## src/rtl/m_mem_master_pkg.sv

```systemverilog
//------------------------------------------------------------------------------
// Module  : m_mem_master_pkg
// Brief   : Shared data-memory op codes and M-stage bus master state encoding.
// Revision: 1.0 - initial release
//------------------------------------------------------------------------------
`default_nettype none

package m_mem_master_pkg;

  localparam logic [2:0] DM_W  = 3'd0;
  localparam logic [2:0] DM_H  = 3'd1;
  localparam logic [2:0] DM_HU = 3'd2;
  localparam logic [2:0] DM_B  = 3'd3;
  localparam logic [2:0] DM_BU = 3'd4;

  typedef enum logic [1:0] {
    ST_IDLE = 2'd0,
    ST_BUS  = 2'd1,
    ST_RESP = 2'd2
  } state_t;

  // Unknown op codes fall through to the word case, matching the lane logic.
  function automatic logic is_misaligned(input logic [2:0] op, input logic [1:0] addr_lo);
    logic r;
    case (op)
      DM_B, DM_BU: r = 1'b0;
      DM_H, DM_HU: r = addr_lo[0];
      default:     r = (addr_lo != 2'b00);
    endcase
    return r;
  endfunction

endpackage

`default_nettype wire

```

## src/rtl/m_mem_lane.sv

```systemverilog
//------------------------------------------------------------------------------
// Module  : m_mem_lane
// Brief   : Byte-enable / store-lane replication and load extract/extend.
// Revision: 1.0 - initial release
//------------------------------------------------------------------------------
`default_nettype none

module m_mem_lane
  import m_mem_master_pkg::*;
(
  input  logic [2:0]  st_op,
  input  logic [1:0]  st_addr_lo,
  input  logic [31:0] st_wdata,
  output logic [3:0]  st_be,
  output logic [31:0] st_wdata_lanes,
  input  logic [2:0]  ld_op,
  input  logic [1:0]  ld_addr_lo,
  input  logic [31:0] ld_rdata,
  output logic [31:0] ld_rdata_ext
);

  logic [7:0]  w_byte;
  logic [15:0] w_half;

  always_comb begin
    st_be          = 4'b1111;
    st_wdata_lanes = st_wdata;
    case (st_op)
      DM_B, DM_BU: begin
        st_be          = 4'b0001 << st_addr_lo;
        st_wdata_lanes = {4{st_wdata[7:0]}};
      end
      DM_H, DM_HU: begin
        st_be          = st_addr_lo[1] ? 4'b1100 : 4'b0011;
        st_wdata_lanes = {2{st_wdata[15:0]}};
      end
      default: ;
    endcase
  end

  always_comb begin
    w_byte       = ld_rdata[{ld_addr_lo, 3'b000} +: 8];
    w_half       = ld_addr_lo[1] ? ld_rdata[31:16] : ld_rdata[15:0];
    ld_rdata_ext = ld_rdata;
    case (ld_op)
      DM_B:    ld_rdata_ext = {{24{w_byte[7]}}, w_byte};
      DM_BU:   ld_rdata_ext = {24'd0, w_byte};
      DM_H:    ld_rdata_ext = {{16{w_half[15]}}, w_half};
      DM_HU:   ld_rdata_ext = {16'd0, w_half};
      default: ;
    endcase
  end

endmodule

`default_nettype wire

```

## src/rtl/m_mem_master.sv

```systemverilog
//------------------------------------------------------------------------------
// Module  : m_mem_master
// Brief   : M-stage data-memory bus initiator; one load/store per request.
//           Define MEM_ALIGN_CHECK_EN to reject misaligned h/w accesses.
// Revision: 1.0 - initial release
//------------------------------------------------------------------------------
`default_nettype none

module m_mem_master
  import m_mem_master_pkg::*;
#(
  parameter int TIMEOUT = 16
) (
  input  logic        clk,
  input  logic        reset,
  input  logic        req_valid,
  input  logic        req_we,
  input  logic [2:0]  req_op,
  input  logic [31:0] req_addr,
  input  logic [31:0] req_wdata,
  output logic        req_ready,
  output logic        busy,
  output logic        rsp_valid,
  output logic [31:0] rsp_rdata,
  output logic        rsp_err,
  output logic        bus_req,
  output logic        bus_we,
  output logic [31:0] bus_addr,
  output logic [3:0]  bus_be,
  output logic [31:0] bus_wdata,
  input  logic        bus_ack,
  input  logic [31:0] bus_rdata
);

  localparam int                 c_cnt_w    = $clog2(TIMEOUT + 1);
  localparam logic [c_cnt_w-1:0] c_cnt_last = c_cnt_w'(TIMEOUT - 1);

  state_t             r_state;
  state_t             w_state_nxt;
  logic               r_we;
  logic [2:0]         r_op;
  logic [1:0]         r_addr_lo;
  logic [c_cnt_w-1:0] r_cnt;
  logic               w_accept;
  logic               w_misaligned;
  logic               w_timeout;
  logic [3:0]         w_be;
  logic [31:0]        w_wdata_lanes;
  logic [31:0]        w_ld_data;

  m_mem_lane u_lane (
    .st_op          (req_op),
    .st_addr_lo     (req_addr[1:0]),
    .st_wdata       (req_wdata),
    .st_be          (w_be),
    .st_wdata_lanes (w_wdata_lanes),
    .ld_op          (r_op),
    .ld_addr_lo     (r_addr_lo),
    .ld_rdata       (bus_rdata),
    .ld_rdata_ext   (w_ld_data)
  );

`ifdef MEM_ALIGN_CHECK_EN
  assign w_misaligned = is_misaligned(req_op, req_addr[1:0]);
`else
  assign w_misaligned = 1'b0;
`endif

  assign w_accept  = req_valid && (r_state == ST_IDLE);
  assign w_timeout = (r_cnt == c_cnt_last);

  always_ff @(posedge clk or posedge reset) begin
    if (reset) r_state <= ST_IDLE;
    else       r_state <= w_state_nxt;
  end

  // Bus strobes decode directly from state so reset drops them without a clock.
  always_comb begin
    w_state_nxt = r_state;
    req_ready   = 1'b0;
    busy        = 1'b1;
    bus_req     = 1'b0;
    bus_we      = 1'b0;
    rsp_valid   = 1'b0;
    case (r_state)
      ST_IDLE: begin
        req_ready = 1'b1;
        busy      = 1'b0;
        if (req_valid) w_state_nxt = w_misaligned ? ST_RESP : ST_BUS;
      end
      ST_BUS: begin
        bus_req = 1'b1;
        bus_we  = r_we;
        if (bus_ack || w_timeout) w_state_nxt = ST_RESP;
      end
      ST_RESP: begin
        rsp_valid   = 1'b1;
        w_state_nxt = ST_IDLE;
      end
      default: w_state_nxt = ST_IDLE;
    endcase
  end

  always_ff @(posedge clk or posedge reset) begin
    if (reset) begin
      r_we      <= 1'b0;
      r_op      <= DM_W;
      r_addr_lo <= 2'b00;
      r_cnt     <= '0;
      bus_addr  <= 32'd0;
      bus_be    <= 4'd0;
      bus_wdata <= 32'd0;
      rsp_rdata <= 32'd0;
      rsp_err   <= 1'b0;
    end else begin
      case (r_state)
        ST_IDLE: begin
          if (w_accept) begin
            r_we      <= req_we;
            r_op      <= req_op;
            r_addr_lo <= req_addr[1:0];
            r_cnt     <= '0;
            bus_addr  <= {req_addr[31:2], 2'b00};
            bus_be    <= w_be;
            bus_wdata <= w_wdata_lanes;
            rsp_rdata <= 32'd0;
            rsp_err   <= w_misaligned;
          end
        end
        ST_BUS: begin
          if (bus_ack) begin
            rsp_err   <= 1'b0;
            rsp_rdata <= r_we ? 32'd0 : w_ld_data;
          end else if (w_timeout) begin
            rsp_err   <= 1'b1;
            rsp_rdata <= 32'd0;
          end else begin
            r_cnt <= r_cnt + c_cnt_w'(1);
          end
        end
        default: ;
      endcase
    end
  end

endmodule

`default_nettype wire

```

## config.mk

```make
export PLATFORM = sky130hd
export DESIGN_NAME = m_mem_master
export DESIGN_NICKNAME = d
export VERILOG_FILES = /design/src/rtl/m_mem_master_pkg.sv /design/src/rtl/m_mem_lane.sv /design/src/rtl/m_mem_master.sv
export SDC_FILE = /design/constraint.sdc
export NUM_CORES = 1
export LEC_CHECK = 0
export ABC_CLOCK_PERIOD_IN_PS = 7700
export CORE_MARGIN = 10
export CORE_UTILIZATION = 40
export DETAILED_ROUTE_END_ITERATION = 10
export GPL_TIMING_DRIVEN = 0
export PLACE_DENSITY = 0.76
export SLEW_MARGIN = 20
export SYNTH_ARGS = -nofsm -noshare
export SYNTH_HDL_FRONTEND = slang
export SYNTH_HIERARCHICAL = 1
export SYNTH_SLANG_ARGS = --single-unit
```

## constraint.sdc

```tcl
create_clock -name clk -period 7.7 [get_ports clk]
set_input_delay 1.54 -clock clk [delete_from_list [all_inputs] [get_ports clk]]
set_output_delay 1.54 -clock clk [all_outputs]
set_load 0.02 [all_outputs]
```

Word-level counts from Yosys, hierarchy flattened
Cells that the tools add are included.

Add/subtract/negate cells: 1. Equality and inequality tests: 17. Shift operators: 2. Muxes and demuxes: 26. Reduce and logical (&&, ||, !) cells: 10.

Operator list (count): $mux 32 (4); $pmux 32 s2 (2); $pmux 32 s4 (1); $shiftx 32x6->8 (1); $mux 16 (1); $mux 5 (3); $eq 3x2->1 const B (4); $ne 2x2->1 const B (5); $pmux 5 s2 (1); $mux 1 (8); $pmux 4 s2 (1); $eq 3x1->1 const B (2); $eq 3x3->1 const B (2); $add 5x1->5 const B (1); $eq 5x4->1 const B (1); $mux 2 (2); $mux 4 (1); $pmux 2 s2 (1); $reduce_and 2->1 (2); $reduce_and 4->1 (1); $reduce_or 2->1 (2); $shl 1x2->4 const A (1); $ne 3x3->1 const B (1); $reduce_and 3->1 (1); other kinds (7) (7).

Register bits: 112. Input bits: 104. Word-level logic and storage cells: 66.

Logic depth before layout (Yosys ltp)
Gate-level depths: netlist (run 1).

Depth in word-level cells: 5. Mapped depth: 7. Gate-level depth less buffers: 6.

By module
Netlist (run 1), hierarchy kept.

Modules (own cells, without submodules): m_mem_master (times used 1, cells each 268, area each 4245.3 µm², sequential area each 2802.7 µm²); m_mem_lane (times used 1, cells each 242, area each 1781.7 µm², sequential area each 0.0 µm²).

Worst setup path before layout (run 1)
No wires, ideal clock.

Kind: in2reg. Start point: input port req_op[1]. End point: register bus_wdata[17]. Setup time: 125 ps. Arrival: 2876 ps. Data required time: 7575 ps. Path slack: 4699 ps. Stages on the path: 6. Buffers on the path: 2. Path through: buf_2 -> nor2_4 -> xnor2_1 -> buf_2 -> mux2_2 -> mux2_2.

Cells in the longest elaborated chain, start to end: 3.

RTL lines: start: declaration (line m_mem_master.sv:18) `input logic [2:0] req_op,`; $eq 3x1->1, or another cell as far along (line m_mem_lane.sv:28) `case (st_op)`; $reduce_or 2->1 (line m_mem_lane.sv:28); $pmux 32 s2 * (line m_mem_lane.sv:28); via w_wdata_lanes[17] (line m_mem_master.sv:48) `logic [31:0] w_wdata_lanes;`; end signal: assignment (line m_mem_master.sv:125) `bus_wdata <= w_wdata_lanes;`; end: declaration (line m_mem_master.sv:30) `output logic [31:0] bus_wdata,`.

The timed path passes the listed nets; every way through them passes the cells marked *. A chain may end at the register's enable or synchronous reset.

Worst setup path in the final report (run 1)
Start point: register r_state[1]. End point: output port bus_we.

Cells in the longest elaborated chain, start to end: 2.

RTL lines: start: declaration (line m_mem_master.sv:38) `state_t r_state;`; start signal: assignment (line m_mem_master.sv:74) `else r_state <= w_state_nxt;`; $eq 2x1->1 (line m_mem_master.sv:85) `case (r_state)`; $mux 1 (line m_mem_master.sv:85); end: declaration (line m_mem_master.sv:27) `output logic bus_we,`.

Every way passes these cells.

==> run metrics, run 1 <==
Fill cells 1,198; Routed WL 19,400 um; final setup TNS 0 ns; Layout Cells excl Fill 919; CP Class register to primary output; Setup Buffers After CTS 0; Worst Setup Start Kind register; Max-slew headroom 49.1%; initial antenna violation count 1; latest clock arrival within the worst-skew pair 0.35 ns; vias in the first global route 5,406; H-tree Lvls 3; PwrDens 348 nW/um2; Clock power frac 15.9%; Inst Count DP 903; first-pass GRT wire length 30,500 um; EDFF count, synth 0; Post-Syn Area 6030 um2; Psw 1.15 mW; Final Max Tran Viols 0; max_cap viols 0; post-synth top area share 46.5%; initial core utilization 41.2%; Max Root-Sink Buffers 2; Worst Path Required 6.16 ns; hold-fix buffers at CTS 0; Net Sw Frac 38.0%; area added between synthesis and finish 43.8%; top cells by count, synth dfrtp_1, mux2_2, a22o_1, o21ai_0, mux2i_1; Detailed Place HPWL 15,100 um; top post-synthesis cells by area dfrtp_1, mux2_2, a22o_1; Crit path arrival time 1.98 ns; die width 143 um; Crit Reg-Reg Startpoint r_cnt[0]$_DFFE_PP0P_; HP Start rsp_rdata[7]$_DFFE_PP0P_; remaining antenna violation count 0; RSZ-0062 raised after global routing false; row cnt 44; synthesized instance count 510; biggest area consumer among synthesized cells dfrtp_1; share of cells above drive strength 1 21.4%; FFs w/ async S/R, synth 100%; logic gate share of total power 52.4%; grt ovf 0; HP Class register to register; Final Skew 0.00903 ns; average wire per standard cell 21.1 um; R2R setup slack 5.57 ns; DR vias/cell 5.58; worst vdd ir 0.193 mV; CTS buffer count 9; Max Freq 284 MHz; period utilisation layout 45.7%; sequential share of power 31.7%; Hold Path Sink rsp_rdata[7]$_DFFE_PP0P_; drt first pass iters 5; Top Ports 210; average cell area after synthesis 11.8 um2; vias post-DR 5,130; Synth cell types 56; CTS Root Cell clkbuf_16; All-Layer GR Usage 18.8%; PortBufs 207; P_int 1.87 mW; Hold Path Depth 1; GPL Wtd Cong 0.912; CTS tree done; # setup viols final 0; R2R cell count 7; number of DRC markers in iteration 0 413; endpoint class of the critical path primary output; die height 143 um; Yosys Warn Count 6; CTS sink count 112; sequential area share after synthesis 46.5%; min cycle time layout 3.52 ns; Worst-path clk slew 0.07 ns; outcome finished, final reports clean; Seq cells post-synth 112; largest net degree at the start of global routing 66; CP Max Fanout 6; Leak 3.69 nW; Worst-Margin Slew 0.757 ns; Final #Nets 836; post-route DRC violation count 0; RR Endpoint rsp_rdata[1]$_DFFE_PP0P_; Total Die Area 20,400 um2; core area 14,600 um2; count leader, synth dfrtp_1; Hold Vio Cnt, Final 0; Main synth FF type dfrtp_1; CTS resizes 0
-- cells in the final DEF (no fill, tap or decap), types with 6 or more instances in the layout --
cell and instances:
clkdlybuf4s50_1 207, dfrtp_1 112, mux2_2 84, a22o_1 36
o21ai_0 28, mux2i_1 23, buf_4 18, buf_2 18
a21o_1 17, o21a_1 13, nor2b_1 13, clkbuf_1 11
nor3b_1 10, nor3_1 10, a2bb2oi_1 9, clkbuf_16 9
or3_1 9, a211oi_1 8, inv_1 7, nand2_1 7
o211a_1 7, o221ai_1 7, o22ai_1 6
-- per-layer routing --
layer	GRT usage, %	vias to the layer above	share of wire, %
met1	22.5	2568	40
met4	6.68	0	1.8
li1	-	2358	-
met2	31.7	185	50
met5	0	-	0
met3	5.44	19	7.4
-- area by class of cell --
class | count | area, um2 | area share [%]
diodes | 1 | 2.50 | 0.0289
plain buffers | 50 | 287 | 3.31
clock buffers | 9 | 225 | 2.60
clock inverters | 6 | 73.8 | 0.852
inverters | 8 | 35.0 | 0.404
multi-input cells | 341 | 2910 | 33.6
flip-flops and latches | 112 | 2800 | 32.3
well taps | 184 | 230 | 2.66
repair buffers | 208 | 2100 | 24.2
-- how the worst max path moves through the flow --
stage                                      start                        end  cells past startpoint
after floorplan                            reset   bus_addr[10]$_DFFE_PP0P_                      1
after global placement                     reset  rsp_rdata[13]$_DFFE_PP0P_                      2
after detailed placement               req_op[1]  bus_wdata[17]$_DFFE_PP0P_                      7
after CTS                 r_state[1]$_DFFE_PP0P_                     bus_we                      4
after global routing                   req_op[1]  bus_wdata[21]$_DFFE_PP0P_                      7
final                     r_state[1]$_DFFE_PP0P_                     bus_we                      4
-- cells by family (layout without fill, tap and decap cells) --
| group | count (synthesis) | after routing | synth area share [%] |
|---|---|---|---|
| DFF | 112 | 112 | 46.5 |
| buffers and inverters | 58 | 281 | 5.25 |
| other | 1 | 3 | 0.0622 |
| muxes | 108 | 108 | 19.9 |
| adders and majority gates | 3 | 3 | 0.581 |
| AOI/OAI and AO/OA | 153 | 153 | 19.6 |
| and+or+nand+nor | 72 | 72 | 7.66 |
| xor gates and xnor gates | 3 | 3 | 0.436 |
-- worst max-delay path, cell delays in order, from the launching register on --
cell and delay, ns:
dfrtp_1 0.46, nand2b_1 0.25, inv_1 0.17, and2_1 0.15, clkdlybuf4s50_1 0.61
-- power by group through the flow --
stage / Clock, mW / Sequential, mW / Combinational (mW)
5_1_grt: 0.515 / 0.985 / 1.68
2_1_floorplan: 0 / 1.19 / 0.655
3_5_place_dp: 0 / 0.963 / 1.58
6_report: 0.480 / 0.955 / 1.58
4_1_cts: 0.492 / 0.957 / 1.59
3_3_place_gp: 0 / 0.948 / 1.56
-- state kept, by name (all words and copies together) (netlist names) --
name / cells
r_state: 2
bus_be: 4
r_addr_lo: 2
r_we: 1
r_op: 3
rsp_err: 1
bus_wdata: 32
rsp_rdata: 32
bus_addr: 30
r_cnt: 5
-- per-stage QoR --
stage | utilization [%] | cell area (um2) | hold WS, ns | power (mW) | setup WS (ns)
after floorplan | - | 6030 | 0.443 | 1.85 | 3.20
after global placement | 56.9 | 8330 | 0.455 | 2.50 | 1.69
after detailed placement | 57.1 | 8370 | 0.488 | 2.55 | 3.87
after CTS | 59.2 | 8660 | 0.502 | 3.04 | 4.15
after global routing | 59.2 | 8670 | 0.521 | 3.18 | 4.09
final | 59.2 | 8670 | 0.499 | 3.02 | 4.18
No activity file was read; power rests on OpenSTA's default activity.
==> run 2, diff against run 1 <==
Settings changed: ABC_CLOCK_PERIOD_IN_PS 7700 to 3500.
Clock period 7.7 ns to 3.5 ns, I/O delays scaled along.
==> run 2 against run 1 <==
  * Utilization up 0.085 points
  * Final cell count increased by 0.33%
  * Die area unchanged
  * Largest power group unchanged
  * Highest routed layer unchanged
==> run metrics, run 2 (synthesis gave the netlist of run 1 again) <==
outcome finished, final reports clean; latest clock arrival within the worst-skew pair 0.35 ns; post-route DRC violation count 0; Core Util, Final 59.3%; DP Area 8400 um2; Layout Cells excl Fill 922; Leak 3.69 nW; CP Class input port to register; CTS resizes 0; slowest CP cell xnor2_1; DR vias/cell 5.57; worst path cell trace clkdlybuf4s50_1 -> buf_2 -> nor2_4 -> xnor2_1 -> buf_2 -> mux2_2 -> mux2_2; vias post-DR 5,140; CTS sink count 112; final setup TNS 0 ns; HP Class register to register; hold-fix buffers at CTS 0; Max Freq 368 MHz; RSZ-0062 raised after global routing false; die height 143 um; vias in the first global route 5,484; H-tree Lvls 3; CTS Root Cell clkbuf_16; CP Max Fanout 10; row cnt 44; GPL Wtd Cong 0.908; largest net degree at the start of global routing 35; Max Root-Sink Buffers 2; grt ovf 0; CTS tree done; max incr delay on CP 0.48 ns; PortBufs 207; Worst-path clk slew 0.08 ns; Detailed Place HPWL 15,600 um; number of DRC markers in iteration 0 413; average wire per standard cell 21.3 um; Hold Vio Cnt, Final 0; Routed WL 19,700 um; core area 14,600 um2; Max-slew headroom 51.3%; Tot Pwr 6.58 mW; initial core utilization 41.2%; PwrDens 758 nW/um2; Worst Setup Start Kind input port; remaining antenna violation count 0; Top Registers bus_wdata x32, rsp_rdata x32, bus_addr x30; Final Skew 0.00530 ns; period utilisation layout 77.5%; Worst Path Required 3.74 ns; Inst Count DP 905; area added between synthesis and finish 44.0%; # setup viols final 0; Top Ports 210; endpoint class of the critical path register; commonest cells after routing, fill and taps aside clkdlybuf4s50_1, dfrtp_1, mux2_2, a22o_1, o21ai_0; initial antenna violation count 1; Final Max Tran Viols 0; Setup Buffers After CTS 0; Crit path arrival time 2.95 ns; drt first pass iters 5; commonest non-fill, non-tap cell in the layout clkdlybuf4s50_1; Fill cells 1,251; Worst-Margin Slew 0.724 ns; Final #Nets 838; Total Die Area 20,400 um2; first-pass GRT wire length 31,100 um; CTS buffer count 9; min cycle time layout 2.71 ns; share of cells above drive strength 1 21.7%; worst vdd ir 0.438 mV; die width 143 um; All-Layer GR Usage 19.2%; max_cap viols 0; design area 8680 um2
run 2: cell types whose count changed in the layout (fill, tap and decap cells not counted):
cell	before	now
clkinv_4	1	2
clkinv_2	0	2
bufinv_16	1	0
buf_16	1	0
buf_12	0	3
inv_6	5	1
inv_8	0	1
clkinvlp_4	0	2
run 2: per-stage QoR:
stage | hold WS (ns) | setup WS (ns)
global placement | 0.454 | 0.417
global route | 0.511 | 0.727
floorplan | 0.443 | 1.34
detailed placement | 0.469 | 0.463
finish | 0.473 | 0.786
CTS | 0.480 | 0.785
run 2: path summary, 6_finish.rpt:
path                                      startpoint                   endpoint  slack [ns]  cells past startpoint
worst max-delay path                       req_op[1]  bus_wdata[23]$_DFFE_PP0P_        0.79                      7
worst min-delay path            r_cnt[3]$_DFFE_PP0P_       r_cnt[3]$_DFFE_PP0P_        0.47                      1
worst max register to register  r_cnt[0]$_DFFE_PP0P_  rsp_rdata[16]$_DFFE_PP0P_        1.42                      7
worst min register to register  r_cnt[3]$_DFFE_PP0P_       r_cnt[3]$_DFFE_PP0P_        0.47                      1
max in group asynchronous                      reset   bus_wdata[6]$_DFFE_PP0P_        1.99                      4
min in group asynchronous                      reset   bus_addr[22]$_DFFE_PP0P_        0.76                      2
run 2: power by group:
part | switching, mW | internal [mW]
Clock | 0.504 | 0.492
Sequential | 0.315 | 1.78
Combinational | 1.72 | 1.77
run 2: critical path: cells and delay by family:
family                    cells  cell delay (ns)
and+or+nand+nor               1             0.09
buffers and inverters         3             1.04
muxes                         2             0.64
xor gates and xnor gates      1             0.48
run 2: layout make-up:
type                       count  area [um2]  area share, %
sequential                   112        2800           32.3
inverter                       8        33.8          0.389
antenna                        1        2.50         0.0288
buffer                        50         287           3.30
tap                          184         230           2.65
timing repair buffer         210        2130           24.6
multi-input combinational    341        2910           33.5
clock inverter                 7        55.1          0.634
clock buffer                   9         225           2.59
run 2: layer usage:
metal  GRT usage (%)  vias to the layer above  part of all wire [%]
li1                -                     2355                     -
met1            23.0                     2565                    41
met2            32.2                      194                    50
met3            5.67                       26                   7.5
met4            6.35                        0                   2.0
met5               0                        -                     0
